==> src/rtl/delay_line_sequencer.sv <==
// delay_line_sequencer
//   Arbitrates two word-wide requesters onto an external 1-bit, DEPTH-stage
//   shift-register delay chain. The granted word is shifted into the chain
//   LSB-first and flushed with zeros. The chain output is reassembled into a
//   response word that is tagged with the requester id.
//
// Parameters
//   WIDTH  bits per request word
//   DEPTH  stages in the attached chain (>= 1)
//   CNT_W  shift-counter width; 2**CNT_W must exceed WIDTH+DEPTH
//
// Ports
//   clk, rst_n                 clock, asynchronous active-low reset
//   ena                        1 = run, 0 = freeze FSM/counter/grants
//   req{0,1}_valid/_data       requester words
//   req{0,1}_ready             word accepted this cycle (combinational grant)
//   chain_shift, chain_din     advance chain / bit entering stage 0
//   chain_dout                 bit leaving stage DEPTH-1
//   rsp_valid/_data/_id/_ready response handshake
//   busy                       FSM not idle
//   txn_count [7:0]            only with DLS_TXN_CNT_EN defined: count of
//                              response handshakes, wraps at 255
module delay_line_sequencer #(
  parameter int WIDTH = 8,
  parameter int DEPTH = 8,
  parameter int CNT_W = 5
) (
  input  logic             clk,
  input  logic             rst_n,
  input  logic             ena,
  input  logic             req0_valid,
  input  logic [WIDTH-1:0] req0_data,
  output logic             req0_ready,
  input  logic             req1_valid,
  input  logic [WIDTH-1:0] req1_data,
  output logic             req1_ready,
  output logic             chain_shift,
  output logic             chain_din,
  input  logic             chain_dout,
  output logic             rsp_valid,
  output logic [WIDTH-1:0] rsp_data,
  output logic             rsp_id,
  input  logic             rsp_ready,
  output logic             busy
`ifdef DLS_TXN_CNT_EN
  ,
  output logic [7:0]       txn_count
`endif
);

  typedef enum logic [1:0] {
    ST_IDLE  = 2'd0,
    ST_SHIFT = 2'd1,
    ST_RESP  = 2'd2
  } state_t;

  localparam logic [CNT_W-1:0] LP_LAST  = CNT_W'(WIDTH + DEPTH - 1);
  localparam logic [CNT_W-1:0] LP_WIDTH = CNT_W'(WIDTH);
  localparam logic [CNT_W-1:0] LP_DEPTH = CNT_W'(DEPTH);

  state_t           r_state;
  state_t           w_state_nxt;
  logic [CNT_W-1:0] r_cnt;
  logic [WIDTH-1:0] r_word;
  logic [WIDTH-1:0] r_rsp_data;
  logic             r_id;
  logic             r_last;      // id granted most recently
  logic [WIDTH-1:0] w_word_sh;
  logic             w_gnt0;
  logic             w_gnt1;
  logic             w_rsp_hs;

  // Bit n of the latched word, without a narrow index select.
  assign w_word_sh = r_word >> r_cnt;

  always_ff @(posedge clk or negedge rst_n) begin
    if (!rst_n) begin
      r_state <= ST_IDLE;
    end else begin
      r_state <= w_state_nxt;
    end
  end

  always_comb begin
    w_state_nxt = r_state;
    w_gnt0      = 1'b0;
    w_gnt1      = 1'b0;
    chain_shift = 1'b0;
    chain_din   = 1'b0;
    w_rsp_hs    = 1'b0;
    case (r_state)
      ST_IDLE: begin
        if (ena) begin
          // req0 wins unless req1 is valid and req0 was served last.
          w_gnt0 = req0_valid & (r_last | ~req1_valid);
          w_gnt1 = req1_valid & ~w_gnt0;
          if (w_gnt0 | w_gnt1) begin
            w_state_nxt = ST_SHIFT;
          end
        end
      end
      ST_SHIFT: begin
        if (ena) begin
          chain_shift = 1'b1;
          chain_din   = w_word_sh[0] & (r_cnt < LP_WIDTH);
          if (r_cnt == LP_LAST) begin
            w_state_nxt = ST_RESP;
          end
        end
      end
      ST_RESP: begin
        // Handshake is honoured even while ena is low.
        w_rsp_hs = rsp_ready;
        if (rsp_ready) begin
          w_state_nxt = ST_IDLE;
        end
      end
      default: w_state_nxt = ST_IDLE;
    endcase
  end

  always_ff @(posedge clk or negedge rst_n) begin
    if (!rst_n) begin
      r_cnt      <= '0;
      r_word     <= '0;
      r_id       <= 1'b0;
      r_last     <= 1'b1;
      r_rsp_data <= '0;
    end else if (w_gnt0) begin
      r_word <= req0_data;
      r_id   <= 1'b0;
      r_last <= 1'b0;
      r_cnt  <= '0;
    end else if (w_gnt1) begin
      r_word <= req1_data;
      r_id   <= 1'b1;
      r_last <= 1'b1;
      r_cnt  <= '0;
    end else if (chain_shift) begin
      r_cnt <= r_cnt + 1'b1;
      // Only bits inserted during this transaction reach the output; they
      // arrive LSB-first, so shift them in from the top.
      if (r_cnt >= LP_DEPTH) begin
        r_rsp_data <= (r_rsp_data >> 1) | (WIDTH'(chain_dout) << (WIDTH - 1));
      end
    end
  end

`ifdef DLS_TXN_CNT_EN
  logic [7:0] r_txn_count;

  always_ff @(posedge clk or negedge rst_n) begin
    if (!rst_n) begin
      r_txn_count <= '0;
    end else if (w_rsp_hs) begin
      r_txn_count <= r_txn_count + 8'd1;
    end
  end

  assign txn_count = r_txn_count;
`endif

  assign req0_ready = w_gnt0;
  assign req1_ready = w_gnt1;
  assign rsp_valid  = (r_state == ST_RESP);
  assign rsp_data   = r_rsp_data;
  assign rsp_id     = r_id;
  assign busy       = (r_state != ST_IDLE);

endmodule

==> config.mk <==
export PLATFORM = sky130hd
export DESIGN_NAME = delay_line_sequencer
export DESIGN_NICKNAME = d
export VERILOG_FILES = /design/src/rtl/delay_line_sequencer.sv
export SDC_FILE = /design/constraint.sdc
export NUM_CORES = 1
export LEC_CHECK = 0
export CORE_MARGIN = 4
export CORE_UTILIZATION = 51
export CTS_CLUSTER_SIZE = 16
export DETAILED_ROUTE_END_ITERATION = 16
export PLACE_DENSITY = 0.83
export REMOVE_ABC_BUFFERS = 1
export SYNTH_ARGS = -nofsm -noshare
export SYNTH_HDL_FRONTEND = slang
export SYNTH_SLANG_ARGS = --single-unit
export TNS_END_PERCENT = 50
==> constraint.sdc <==
create_clock -name clk -period 2.1 [get_ports clk]
set_input_delay 0.21 -clock clk [delete_from_list [all_inputs] [get_ports clk]]
set_output_delay 0.21 -clock clk [all_outputs]
set_load 0.03 [all_outputs]
## After elaboration in Yosys (flattened, before gate mapping)

Cells that the tools add are included.

| storage, ports and cells | value |
|---|---|
| bits in registers | 25 |
| latch bits | 0 |
| bits in writable memories | 0 |
| bits in read-only memories | 0 |
| input bits | 23 |
| output and inout bits | 15 |
| logic and storage cells | 55 |
| memories kept | 0 |

| operators by class | value |
|---|---|
| add/subtract/negate cells | 1 |
| multiply operators | 0 |
| div/mod/pow operators | 0 |
| magnitude comparators | 2 |
| equal/unequal tests | 8 |
| shifts and indexed selects | 1 |
| multiplexer cells | 21 |
| bitwise logic cells | 10 |
| reductions and logical operators | 6 |

Operators by type and width:

| kind | number |
|---|---|
| $mux W8 | 2 |
| $mux W5 | 3 |
| $mux W1 | 10 |
| $mux W2 | 5 |
| $ne A2 B2 Y1 const B | 4 |
| $or A7 B8 Y8 | 1 |
| $shr A8 B5 Y1 | 1 |
| $pmux W2 S3 | 1 |
| $add A5 B1 Y5 const B | 1 |
| $eq A5 B4 Y1 const B | 1 |
| $ge A5 B4 Y1 const B | 1 |
| $lt A5 B4 Y1 const B | 1 |
| $reduce_and A5 Y1 | 1 |
| $not A1 Y1 | 4 |
| $reduce_and A4 Y1 | 1 |
| $reduce_bool A2 Y1 | 2 |
| $and A1 B1 Y1 | 3 |
| $reduce_bool A3 Y1 | 1 |
| $eq A2 B1 Y1 const B | 1 |
| $eq A2 B2 Y1 const B | 1 |
| $logic_not A2 Y1 | 1 |
| $ne A2 B1 Y1 const B | 1 |
| $or A1 B1 Y1 | 2 |

## Logic depth before layout (Yosys ltp)

Gate-level depths: netlist of run 1.

| depth | value |
|---|---|
| word-level depth | 9 |
| depth in mapped cells | 5 |
| gate-level depth less buffers | 5 |

## Least setup slack after synthesis of run 1

Ideal clock, no wire load.

| path | value |
|---|---|
| path kind | register to output |
| from | reg r_cnt[1] |
| to | out chain_din |
| arrival time | 1.718 ns |
| required time | 1.890 ns |
| slack | 0.172 ns |
| stages on the path, launching flop included | 4 |
| path buffers | 0 |
| path through | dfrtp_1 -> mux4_2 -> mux2i_1 -> nor4_1 |

| on the way | value |
|---|---|
| longest elaborated chain between the ends | 4 |
| elaborated cells between the ends (all ways) | 5 |
| those cells by class | order compare (1); shift (1); mux (2); bitwise (1) |

Ends and longest elaborated chain:

| item | line | RTL |
|---|---|---|
| start, declared | 63 | `logic [CNT_W-1:0] r_cnt;` |
| start signal, assigned | 140 | `r_cnt <= r_cnt + 1'b1;` |
| $lt A5 B4 Y1 / $shr A8 B5 Y1 (equally long branches) | 105, 74 |  |
| $and A1 B1 Y1 (*) | 105 | `chain_din = w_word_sh[0] & (r_cnt < LP_WIDTH);` |
| $mux W1 (*) | 103 | `if (ena) begin` |
| $mux W1 (*) | 91 | `case (r_state)` |
| end, declared | 38 | `output logic chain_din,` |

Mark *: on every way between the ends. The rest lies on a longest branch, timed or not.

## Worst setup path in the final report of run 1

Ends and elaborated chain as after synthesis.

==> impl_metrics.tcl, run 1 <==
set metrics [dict create \
    antenna_found_initial 0 \
    final_common_cell "clkdlybuf4s50_1" \
    dieArea_sq_mm 0.00357 \
    fill_cells 206 \
    worst_pin_slew_ns 0.476 \
    final_cell_mix "clkdlybuf4s50_1 (33), dfrtp_1 (24), a21oi_1 (14)" \
    drive_gt1_share_pct 18.4 \
    yosys_most_used_dff "dfrtp_1" \
    syn_area_sq_mm 0.00136 \
    ir_drop_mv 0.857 \
    slew_violations 0 \
    antenna_cells 0 \
    preCtsSetupSlack_ns 0.143 \
    drt-initial-drc-count 37 \
    drv_cap 0 \
    fin_cells 188 \
    yosysSeqAreaShare_pct 46.0 \
    insertion_delay_ns 0.30 \
    worstSetupEndpointType "primary output" \
    placed_area_sq_mm 0.00169 \
    dp_cells 184 \
    cp.required_ns 1.89 \
    clkSlewWorstSetupHoldPaths_ns 0.12 \
    place_congestion 0.748 \
    async_reset_ff_share_pct 100 \
    grt_util_all_layers_pct 16.8 \
    drc 0 \
    fmax_mhz 508 \
    drtPass1Iterations 4 \
    std_cell_rows 18 \
    synthCells 121 \
    drtAntennaViolNets 0 \
    power_leakage_nw 0.686 \
    io_pins 38 \
    rsz0062_at_grt "no" \
    grt_pass1_vias 1078 \
    syn_area_per_cell_sq_um 11.3 \
    grt_max_degree 18 \
    final_core_util_pct 68.1 \
    post_drt_wl_per_cell_microns 14.3 \
    grt_overflow 0 \
    max_slew_margin_pct 68.2 \
    cts_tree "built" \
    min_period_ns 1.97 \
    slowest_delay_ns 0.53 \
    setup_slack_ns 0.133 \
    crit_path_max_fanout 5 \
    die-width_microns 59.7 \
    status "complete, no violations" \
    finalCritPeriodShare_pct 93.7 \
    cts_buffers 3 \
    start_kind "flip-flop" \
    yosysWarnings 0 \
    drt-vias-per-instance 5.62 \
    hold_viol 0 \
    setup_viol_count_final 0 \
    cp.arrival_ns 1.76 \
    fin_area_sq_mm 0.00172 \
    hpwl_microns 2220 \
    layout.nets 184 \
    slowest_stage "mux4_2" \
    grt_pass1_wl_microns 4590 \
    dr_total_vias 1057 \
    whs_ns 0.178 \
    cts.sinks 25 \
    fin_skew_ns 0.00252 \
    synth-edff-count 0 \
    io_buffers 37 \
    ys_types 39 \
    reg2reg_depth 4 \
    cts-root-buf "clkbuf_4" \
    fin_setup_tns_ns 0 \
    power_density_mw_per_mm2 1350 \
    routed_wl_microns 2680 \
    criticalPathCategory "reg2out" \
    cts_setup_buffers 0 \
    total_power_mw 2.32 \
    syn_to_final_growth_pct 26.0 \
    clock_path_buffers 2 \
    die_h_microns 59.7 \
    initial_core_util_pct 54.1 \
    coreArea_sq_mm 0.00252 \
    min_path_type "in2async" \
    synth-seq-cells 25 \
    h-tree-depth 1 \
    crit_chain "mux4_2 -> mux2i_1 -> nor4_1 -> buf_4" \
]
-- synth_stat cells, types with 2 or more instances --
master | number | area (sq um)
mux4_2 | 2 | 45.0
buf_6 | 2 | 22.5
nand2_1 | 4 | 15.0
nand2b_1 | 2 | 12.5
ha_1 | 2 | 25.0
dfrtp_1 | 24 | 601
o31ai_1 | 8 | 60.1
inv_1 | 3 | 11.3
or2_2 | 2 | 12.5
a31oi_1 | 8 | 50.1
nor2_1 | 6 | 22.5
nand4_1 | 8 | 50.1
mux2_2 | 8 | 90.1
clkbuf_8 | 4 | 55.1
a21oi_1 | 14 | 70.1
-- layout make-up --
type | count | area [sq um] | area share, %
clock buffer | 4 | 26.3 | 1.53
multi-input combinational | 84 | 622 | 36.2
inverter | 4 | 15.0 | 0.874
timing repair buffer | 41 | 390 | 22.7
tap | 30 | 37.5 | 2.18
sequential | 25 | 627 | 36.5
-- what timing repair did --
item	in CTS	in global routing
endpoints found under the setup margin	0	1
hold buffers	0	0
gates resized for setup	0	1
-- final timing paths --
path                          endpoint  slack (ns)         start
setup / recovery             chain_din        0.13      r_cnt[1]
hold / removal             rsp_data[2]        0.18         rst_n
setup reg to reg             r_word[0]        0.56    r_state[0]
hold reg to reg            rsp_data[0]        0.53   rsp_data[0]
max in group asynchronous   r_state[1]        1.36         rst_n
min in group clk             r_word[5]        0.47  req1_data[5]
-- per-layer routing --
layer	global-route usage (%)	routed length, microns	up-vias
li1	-	-	527
met5	0	0	-
met2	30.4	1390	34
met1	20.1	1090	494
met4	4.75	14	0
met3	3.46	181	2
-- sequential cells by signal, indices dropped and copies added (netlist names) --
| signal | flops |
|---|---|
| r_word | 8 |
| rsp_data | 8 |
| r_cnt | 5 |
| r_state | 2 |
| r_last | 1 |
| rsp_id | 1 |
-- kinds of logic after synthesis --
family	Yosys count	share of synthesized area, %
compound gates	33	14.8
xor+xnor	2	1.28
fa+ha+maj	2	1.83
buf+inv	12	8.62
flops	25	46.0
mux	11	10.6
simple gates	36	16.9
-- power breakdown --
part | switching (mW) | internal, mW | total [mW]
clock network | 0.127 | 0.0740 | 0.201
registers | 0.195 | 0.726 | 0.921
logic | 0.615 | 0.584 | 1.20
-- worst max-delay path: cells and delay by family, from the launching register on --
| kind | cells | cell delay, ns |
|---|---|---|
| DFF | 1 | 0.48 |
| muxes | 2 | 0.72 |
| buffers and inverters | 1 | 0.18 |
| and+or+nand+nor | 1 | 0.07 |
(Power assumes the default switching activity.)
==> run 2: changes to the inputs <==
--- a/config.mk
+++ b/config.mk
@@ -5,6 +5,7 @@
 export SDC_FILE = /design/constraint.sdc
 export NUM_CORES = 1
 export LEC_CHECK = 0
+export CAP_MARGIN = 0
 export CORE_MARGIN = 4
 export CORE_UTILIZATION = 51
 export CTS_CLUSTER_SIZE = 16
@@ -14,4 +15,3 @@
 export SYNTH_ARGS = -nofsm -noshare
 export SYNTH_HDL_FRONTEND = slang
 export SYNTH_SLANG_ARGS = --single-unit
-export TNS_END_PERCENT = 50
==> results of run 2 <==
Final layout, timing and power as in run 1 (identical DEF).
==> run 3: changes to the inputs <==
==> constraint.sdc (replaced) <==
create_clock -name clk -period 2.1 [get_ports clk]
set_input_delay 0.315 -clock clk [delete_from_list [all_inputs] [get_ports clk]]
set_output_delay 0.315 -clock clk [all_outputs]
set_load 0.03 [all_outputs]
==> run 3 against run 2 <==
Against the previous run:
- sequential power is 1% higher
- setup slack worse by 0.056 ns
- final cell count rose by 2.1%
- wire length up 3.5%
- power up 0.97%
- clock skew is 0.0052 ns higher
- worst hold slack improved by 0.096 ns
- sequential share of layout area decreased by 0.56 points
- via count is 1.9% higher
- die area did not move
- utilization up 1.2 points
- critical path depth unchanged
==> impl_metrics.tcl, run 3 (same netlist as run 1, synthesis figures left out) <==
set metrics [dict create \
    worstSetupPathDepth 4 \
    path_buf_inv 2 \
    min_period_ns 2.02 \
    start_kind "input port" \
    finalCritPeriodShare_pct 96.3 \
    grt_overflow 0 \
    drtPass1Iterations 4 \
    layout.nets 188 \
    hold_viol 0 \
    slowest_delay_ns 0.52 \
    antenna_cells 0 \
    grt_pass1_vias 1067 \
    cts.sinks 25 \
    slowest_stage "clkdlybuf4s50_1" \
    met1_length_microns 1190 \
    dieArea_sq_mm 0.00357 \
    clock_path_buffers 2 \
    rsz0062_at_grt "no" \
    drt-initial-drc-count 45 \
    placed_area_sq_mm 0.00172 \
    hpwl_microns 2260 \
    drtAntennaViolNets 0 \
    slew_violations 0 \
    cp.required_ns 1.78 \
    antenna_found_initial 0 \
    fin_cells 192 \
    insertion_delay_ns 0.31 \
    crit_chain "clkdlybuf4s50_1 -> or3b_1 -> nor3_4 -> buf_4" \
    cts_tree "built" \
    power_density_mw_per_mm2 1340 \
    critical_path.top_delay_family "buffers and inverters" \
    dr_total_vias 1077 \
    max_slew_margin_pct 74.1 \
    final_cell_mix "clkdlybuf4s50_1 (33), dfrtp_1 (23), a21oi_1 (14), buf_4 (12)" \
    met3_length_microns 189 \
    holdBufCountCts 0 \
    power_leakage_nw 0.705 \
    crit_path_max_fanout 4 \
    fin_setup_tns_ns 0 \
    post_drt_wl_per_cell_microns 14.5 \
    dp_cells 188 \
    syn_to_final_growth_pct 28.2 \
    coreArea_sq_mm 0.00252 \
    initial_core_util_pct 54.1 \
    wl_met2_microns 1380 \
    min_path_type "in2async" \
    die_h_microns 59.7 \
    cts-root-buf "clkbuf_4" \
    die-width_microns 59.7 \
    top_layer_used "met4" \
    grt_max_degree 18 \
    fin_skew_ns 0.00771 \
    place_congestion 0.787 \
    final_common_cell "clkdlybuf4s50_1" \
    drc 0 \
    io_buffers 37 \
    h-tree-depth 1 \
    status "complete, no violations" \
    cp.arrival_ns 1.71 \
    criticalPathCategory "in2out" \
    routed_wl_microns 2780 \
    fin_area_sq_mm 0.00175 \
    reg2reg_depth 4 \
    cts_buffers 3 \
    fmax_mhz 494 \
    ir_drop_mv 0.933 \
    drive_gt1_share_pct 21.0 \
    clkSlewWorstSetupHoldPaths_ns 0.14 \
    drv_cap 0 \
    worstSetupEndpointType "primary output" \
    cts_setup_buffers 0 \
    grt_pass1_wl_microns 4740 \
    worst_pin_slew_ns 0.388 \
    setup_viol_count_final 0 \
    grt_util_all_layers_pct 17.3 \
    std_cell_rows 18 \
    io_pins 38 \
    drt-vias-per-instance 5.61 \
]
run 3: changes by cell type in the layout (fill, tap and decap cells not counted), sizes merged:
cell    change
clkbuf      -1
buf         +4
clkinv      +1
run 3: worst register-to-register path, cell delays in order, from the launching register on:
cell	delay, ns
dfrtp_1	0.48
or3b_1	0.49
buf_4	0.20
o31ai_1	0.24
a31oi_1	0.11
run 3: layer usage:
layer	global-route usage [%]	vias to the layer above
met5	0	-
met1	21.4	507
li1	-	536
met2	31.0	32
met4	3.80	0
met3	3.24	2
run 3: cell type report:
class / instances / area, sq um
Multi-Input combinational cell: 84 / 619
Clock inverter: 1 / 5.00
Clock buffer: 3 / 22.5
Inverter: 4 / 15.0
Fill cell: 195 / 774
Tap cell: 30 / 37.5
Sequential cell: 25 / 628
Timing Repair Buffer: 45 / 420
run 3: report_power, final:
part / switching, mW / total [mW] / internal (mW)
Sequential: 0.202 / 0.930 / 0.728
Clock: 0.135 / 0.206 / 0.0709
Combinational: 0.618 / 1.21 / 0.589
Total: 0.955 / 2.34 / 1.39
run 3: worst paths after layout:
kind	start	end	slack (ns)
worst min-delay path	rst_n	rsp_data[3]	0.27
worst min register to register	rsp_id	rsp_id	0.53
min in group clk	rsp_id	rsp_id	0.53
max in group asynchronous	rst_n	r_cnt[1]	1.25
worst max-delay path	ena	req0_ready	0.08
worst max register to register	r_state[0]	r_word[1]	0.48
run 3: what timing repair did:
action	4_1_cts	5_1_grt
endpoints found under the setup margin	0	1
hold endpoints to repair	0	0
gates resized for setup	0	1
run 3: metrics by stage:
step / power [mW] / utilization [%] / worst slack, ns / hold slack, ns
2_1_floorplan: 1.69 / - / 0.0671 / 0.0194
3_3_place_gp: 2.11 / 68.2 / 0.0996 / 0.489
3_5_place_dp: 2.16 / 68.2 / 0.0870 / 0.501
4_1_cts: 2.36 / 69.2 / 0.0385 / 0.286
5_1_grt: 2.51 / 69.3 / 0.000715 / 0.289
6_report: 2.34 / 69.3 / 0.0771 / 0.274
